## config.mk

```make
export PLATFORM = sky130hd
export DESIGN_NAME = cp0_except_ctrl
export DESIGN_NICKNAME = d
export VERILOG_FILES = /design/src/rtl/cp0_except_ctrl.sv
export SDC_FILE = /design/constraint.sdc
export NUM_CORES = 1
export LEC_CHECK = 0
export ABC_AREA = 1
export CORE_MARGIN = 2
export CORE_UTILIZATION = 47
export CTS_CLUSTER_DIAMETER = 100
export CTS_CLUSTER_SIZE = 24
export DETAILED_ROUTE_END_ITERATION = 10
export PLACE_DENSITY = 0.93
export SLEW_MARGIN = 20
export SYNTH_ARGS = -nofsm -noshare
export SYNTH_HDL_FRONTEND = slang
export SYNTH_SLANG_ARGS = --single-unit
```

## constraint.sdc

```tcl
create_clock -name clk -period 2.4 [get_ports clk]
set_input_delay 0.36 -clock clk [delete_from_list [all_inputs] [get_ports clk]]
set_output_delay 0.36 -clock clk [all_outputs]
set_load 0.02 [all_outputs]
```

## src/rtl/cp0_except_ctrl.sv

```systemverilog
// cp0_except_ctrl: owns the CP0 registers (Status, Cause, EPC, BadVAddr,
// Count, Compare) and sequences exception entry and ERET. On entry or ERET
// the block raises flush_o for FLUSH_CYCLES cycles. newpc_o carries the
// redirect target during that time, and new events are blocked until the
// flush drains.
// Optional feature macro: CP0_TIMER_EN (Count/Compare timer interrupt).
// Register map: 8 BadVAddr, 9 Count, 11 Compare, 12 Status, 13 Cause, 14 EPC.
module cp0_except_ctrl #(
  parameter logic [31:0] EXC_VECTOR   = 32'hBFC00380,
  parameter int          FLUSH_CYCLES = 2,
  parameter logic [31:0] STATUS_RST   = 32'h0040FF00
) (
  input  logic        clk,
  input  logic        resetn,
  input  logic [31:0] excepttype_i,
  input  logic [31:0] pc_i,
  input  logic        in_delayslot_i,
  input  logic [31:0] bad_addr_i,
  input  logic [5:0]  ext_int_i,
  input  logic        we_i,
  input  logic [4:0]  waddr_i,
  input  logic [31:0] wdata_i,
  input  logic [4:0]  raddr_i,
  output logic [31:0] rdata_o,
  output logic [31:0] status_o,
  output logic [31:0] cause_o,
  output logic [31:0] epc_o,
  output logic        flush_o,
  output logic [31:0] newpc_o,
  output logic        dbg_state_o
);

  localparam logic       S_IDLE  = 1'b0;
  localparam logic       S_FLUSH = 1'b1;
  localparam logic [3:0] CNT_INIT = 4'(FLUSH_CYCLES - 1);

  localparam logic [4:0] REG_BADVADDR = 5'd8;
  localparam logic [4:0] REG_COUNT    = 5'd9;
  localparam logic [4:0] REG_COMPARE  = 5'd11;
  localparam logic [4:0] REG_STATUS   = 5'd12;
  localparam logic [4:0] REG_CAUSE    = 5'd13;
  localparam logic [4:0] REG_EPC      = 5'd14;

  // Status bits software may change: IM[15:8], EXL[1], IE[0].
  localparam logic [31:0] STATUS_WMASK = 32'h0000FF03;

  logic        r_state;
  logic [3:0]  r_cnt;
  logic [31:0] r_newpc;
  logic [31:0] r_status;
  logic        r_cause_bd;
  logic [5:0]  r_ext_ip;
  logic [1:0]  r_ip_sw;
  logic [4:0]  r_exc_code;
  logic [31:0] r_epc;
  logic [31:0] r_badvaddr;

  logic        w_idle;
  logic        w_take;
  logic        w_eret;
  logic        w_exc;
  logic        w_wr;
  logic        w_exl;
  logic        w_badaddr_exc;
  logic [31:0] w_count;
  logic [31:0] w_compare;
  logic        w_ti;
  logic        w_ip7;
  logic [31:0] w_cause;

  // Events and MTC0 writes are only accepted while not draining a flush.
  assign w_idle        = (r_state == S_IDLE);
  assign w_take        = w_idle && (excepttype_i != 32'h0);
  assign w_eret        = w_take && (excepttype_i == 32'hE);
  assign w_exc         = w_take && !w_eret;
  assign w_wr          = w_idle && we_i;
  assign w_exl         = r_status[1];
  assign w_badaddr_exc = (excepttype_i == 32'h4) || (excepttype_i == 32'h5);

  // FSM: IDLE -> FLUSH on any event, count down, return to IDLE; latch redirect target.
  always_ff @(posedge clk or negedge resetn) begin
    if (!resetn) begin
      r_state <= S_IDLE;
      r_cnt   <= 4'd0;
      r_newpc <= 32'h0;
    end else if (r_state == S_IDLE) begin
      if (w_take) begin
        r_state <= S_FLUSH;
        r_cnt   <= CNT_INIT;
        r_newpc <= w_eret ? r_epc : EXC_VECTOR;
      end
    end else begin
      if (r_cnt == 4'd0) r_state <= S_IDLE;
      else               r_cnt   <= r_cnt - 4'd1;
    end
  end

  // Status: MTC0 commits masked bits; exception/ERET then overrides EXL.
  always_ff @(posedge clk or negedge resetn) begin
    if (!resetn) begin
      r_status <= STATUS_RST;
    end else begin
      if (w_wr && (waddr_i == REG_STATUS))
        r_status <= (r_status & ~STATUS_WMASK) | (wdata_i & STATUS_WMASK);
      if (w_exc)       r_status[1] <= 1'b1;
      else if (w_eret) r_status[1] <= 1'b0;
    end
  end

  // Cause: hardware IP sampled every cycle, software IP by MTC0, BD/ExcCode on entry.
  always_ff @(posedge clk or negedge resetn) begin
    if (!resetn) begin
      r_cause_bd <= 1'b0;
      r_ext_ip   <= 6'h0;
      r_ip_sw    <= 2'h0;
      r_exc_code <= 5'h0;
    end else begin
      r_ext_ip <= ext_int_i;
      if (w_wr && (waddr_i == REG_CAUSE)) r_ip_sw <= wdata_i[9:8];
      if (w_exc) begin
        r_exc_code <= (excepttype_i == 32'h1) ? 5'h0 : excepttype_i[4:0];
        if (!w_exl) r_cause_bd <= in_delayslot_i;
      end
    end
  end

  // EPC and BadVAddr: MTC0 to EPC, overridden by a first-level exception entry.
  always_ff @(posedge clk or negedge resetn) begin
    if (!resetn) begin
      r_epc      <= 32'h0;
      r_badvaddr <= 32'h0;
    end else begin
      if (w_wr && (waddr_i == REG_EPC)) r_epc <= wdata_i;
      if (w_exc && !w_exl) r_epc <= in_delayslot_i ? (pc_i - 32'd4) : pc_i;
      if (w_exc && w_badaddr_exc) r_badvaddr <= bad_addr_i;
    end
  end

`ifdef CP0_TIMER_EN
  logic        r_tick;
  logic [31:0] r_count;
  logic [31:0] r_compare;
  logic        r_ti;

  // Timer: Count advances every second clock; a match latches TI until Compare is rewritten.
  always_ff @(posedge clk or negedge resetn) begin
    if (!resetn) begin
      r_tick    <= 1'b0;
      r_count   <= 32'h0;
      r_compare <= 32'h0;
      r_ti      <= 1'b0;
    end else begin
      r_tick <= ~r_tick;
      if (w_wr && (waddr_i == REG_COUNT)) r_count <= wdata_i;
      else if (r_tick)                    r_count <= r_count + 32'd1;
      if (w_wr && (waddr_i == REG_COMPARE)) begin
        r_compare <= wdata_i;
        r_ti      <= 1'b0;
      end else if (r_count == r_compare) begin
        r_ti <= 1'b1;
      end
    end
  end

  assign w_count   = r_count;
  assign w_compare = r_compare;
  assign w_ti      = r_ti;
  assign w_ip7     = r_ext_ip[5] | r_ti;
`else
  assign w_count   = 32'h0;
  assign w_compare = 32'h0;
  assign w_ti      = 1'b0;
  assign w_ip7     = r_ext_ip[5];
`endif

  assign w_cause = {r_cause_bd, w_ti, 14'h0, w_ip7, r_ext_ip[4:0], r_ip_sw,
                    1'b0, r_exc_code, 2'b00};

  // MFC0 read mux: registered values only, so a same-cycle write is not visible.
  always_comb begin
    rdata_o = 32'h0;
    case (raddr_i)
      REG_BADVADDR: rdata_o = r_badvaddr;
      REG_COUNT:    rdata_o = w_count;
      REG_COMPARE:  rdata_o = w_compare;
      REG_STATUS:   rdata_o = r_status;
      REG_CAUSE:    rdata_o = w_cause;
      REG_EPC:      rdata_o = r_epc;
      default:      rdata_o = 32'h0;
    endcase
  end

  assign status_o    = r_status;
  assign cause_o     = w_cause;
  assign epc_o       = r_epc;
  assign flush_o     = (r_state == S_FLUSH);
  assign newpc_o     = r_newpc;
  assign dbg_state_o = r_state;

endmodule
```

==> metrics <==
max frequency 424 MHz; Max Root-Sink Buffers 2; final routed wire length divided by cell count 17.0 um; number of top-level pins 310; chip height 130 um; VDD IR max 443 uV; Mapped Cells 1,022; final setup violating endpoints 0; grt ovf 0; total clock buffers created by CTS 17; count of maximum capacitance violations 0; arrival time of the worst setup path 2.00 ns; hpwl dp 19,900 um; fraction of registers with async set or reset after synthesis 100%; standard-cell rows 45; routed via count divided by cell count 5.03; top cells by area in the synthesized netlist dfrtp_1, nand2_1, nand3_1; data required time of the worst path 2.04 ns; TritonCTS clock tree yes; Post-synth EDFFs 0; path class of the lowest-slack min-delay path input pin to flop; instance area at placement 0.0102 mm2; Clk Latency, worst-skew pair 0.42 ns; final routed DRC violation total 0; Post-Route M1 WL 10,700 um; sequential cell area fraction in the yosys report 42.2%; vias after detailed routing 7,623; number of cells after detailed placement 1,483; measured slew at the worst slew-check pin 0.514 ns; buffer count from post-CTS setup fixing 0; distinct cell type count after synthesis 36; type of element launching the critical path input pin; Root Buffer Master clkbuf_16; number of failing hold endpoints at the final stage 0; multi-input logic area 0.00343 mm2; starting density of the core 48.6%; fraction of synthesized cell area taken by the top area cell type 39.4%; Core Footprint 0.0153 mm2; die area 0.0168 mm2; LEAKAGE 5.17 nW; total area of sequential cells 0.00314 mm2; post-layout net count 1,442; clock transition at the register clock pins on the worst setup and hold paths after CTS 0.06 ns; cell area after technology mapping 0.00744 mm2; Met2 Wirelength 12,400 um; post-synthesis cell type with the largest combined area dfrtp_1; fin crit period 2.36 ns; global placement routability congestion 0.931; number of flip-flops and latches in the synthesized netlist 125; global-route wire length before repair 38,900 um; count of antenna-violating nets left after detailed routing 0; top routing layer in use met4; Post-synth top flop dfrtp_1; most frequent cell after synthesis nand2_1; number of optimization iterations in the first detailed-route pass 5; total power of the final layout 0.00639 W; number of antenna violations at the first check in global routing 0; clock sink count 125; area delta synth->final 45.2%; layout cells sized above 1 8.89%; worst setup path class input pin to output pin; Final Cycle Share 98.2%; wire length reported by the detailed router 25,800 um; highest net fanout along the worst path 6; number of fillers in the final layout 1,236; total of warnings raised by yosys 0; die width 130 um; final setup skew 0.00779 ns; wire length on met3 1900 um; number of design-rule violations left by the first detailed-router iteration 670; pin count of the biggest net entering global routing 65; status completed; crit path capture type output pin; final cell count without fillers 1,517; RSZ-0062 raised after global routing false; Final Slew Violations 0; global routing usage summed across all routing layers 30.4%; normalized max-slew margin 65.7%; mean instance size in the synthesized netlist 7.28 um2; level count of the clock H-tree 4; Final Cell Area 0.0108 mm2; PwrDens 592 mW/mm2; most frequent cells after synthesis nand2_1, dfrtp_1, inv_1; count of buffers from port buffering 269; number of global-route vias before repair 7,297
kinds of logic (layout without fill, tap and decap cells):
group / after synthesis / in the layout / synth area share [%]
simple gates: 585 / 585 / 33.7
flops: 125 / 125 / 42.2
fa+ha+maj: 2 / 2 / 0.336
mux: 5 / 5 / 0.757
other cells: 2 / 41 / 0.101
compound gates: 86 / 86 / 6.73
buf+inv: 195 / 440 / 13.6
xor+xnor: 22 / 22 / 2.59
routing by layer:
metal / up-vias / track usage (%)
li1: 3657 / -
met1: 3547 / 39.6
met2: 359 / 50.1
met3: 60 / 6.52
met4: 0 / 11.4
met5: - / 0
critical path, stage by stage:
cell             delay [ns]
clkdlybuf4s50_1        0.50
inv_1                  0.08
nand3_1                0.15
clkinv_1               0.18
buf_12                 0.18
nand2_1                0.10
o2111ai_1              0.12
dlygate4sd2_1          0.33
per-stage QoR:
step / utilization, % / setup WS, ns / setup TNS, ns / hold slack [ns]
2_1_floorplan: - / 0.666 / 0 / 0.0644
3_3_place_gp: 66.8 / -0.174 / -5.11 / 0.333
3_5_place_dp: 66.8 / -0.221 / -8.66 / 0.334
4_1_cts: 70.7 / 0.0380 / 0 / 0.365
5_1_grt: 70.5 / 0.00235 / 0 / 0.379
6_report: 70.5 / 0.0443 / 0 / 0.375
timing repair:
item	in CTS	in global routing
hold endpoints to repair	32	0
resized for setup	32	42
pin swaps	0	0
setup endpoints to repair	32	27
hold buffers	1	0
final cells by class:
type                            count  area share [%]
Antenna cell                        1          0.0232
Multi-Input combinational cell    740            31.8
Sequential cell                   125            29.0
Clock inverter                     10            1.26
Timing Repair Buffer              294            27.0
Clock buffer                       22            4.48
Inverter                          114            3.96
Tap cell                          211            2.44
state kept, by name, summed over array words and instances (netlist names):
signal and flops:
r_ip_sw 2, r_exc_code 5, r_cause_bd 1, status_o 10, dbg_state_o 1, epc_o 32, r_ext_ip 6, newpc_o 32
r_cnt 4, r_badvaddr 32
power by group:
part / internal, W / switching, W
clock network: 0.00174 / 0.000919
registers: 0.00226 / 0.000182
logic: 0.000598 / 0.000693
total: 0.00460 / 0.00179
path summary, 6_finish.rpt:
| check | startpoint | endpoint | slack [ns] | depth (start not counted) |
|---|---|---|---|---|
| min reg2reg | r_badvaddr[12] | r_badvaddr[12] | 0.47 | 2 |
| min in group asynchronous | resetn | r_badvaddr[27] | 0.44 | 2 |
| max | raddr_i[1] | rdata_o[12] | 0.04 | 8 |
| max in group asynchronous | resetn | status_o[13] | 1.17 | 3 |
| max reg2reg | dbg_state_o | r_badvaddr[18] | 0.47 | 6 |
| min | ext_int_i[0] | r_ext_ip[0] | 0.38 | 1 |
cells in the final DEF (no fill, tap or decap), drive strengths merged, types with 3 or more instances in the layout:
cell type / instances
o21ai: 52
bufinv: 3
clkinv: 5
dlygate4sd2: 5
buf: 25
clkdlybuf4s50: 236
nor2: 92
dfstp: 8
o211ai: 7
nand2: 379
a21oi: 14
conb: 40
o22ai: 3
nand4: 11
o2111ai: 8
nor3: 7
inv: 113
mux2: 5
clkdlybuf4s15: 16
clkinvlp: 3
dfrtp: 117
clkbuf: 33
nand3: 96
xor2: 20
No activity file was read; power rests on OpenSTA's default activity.
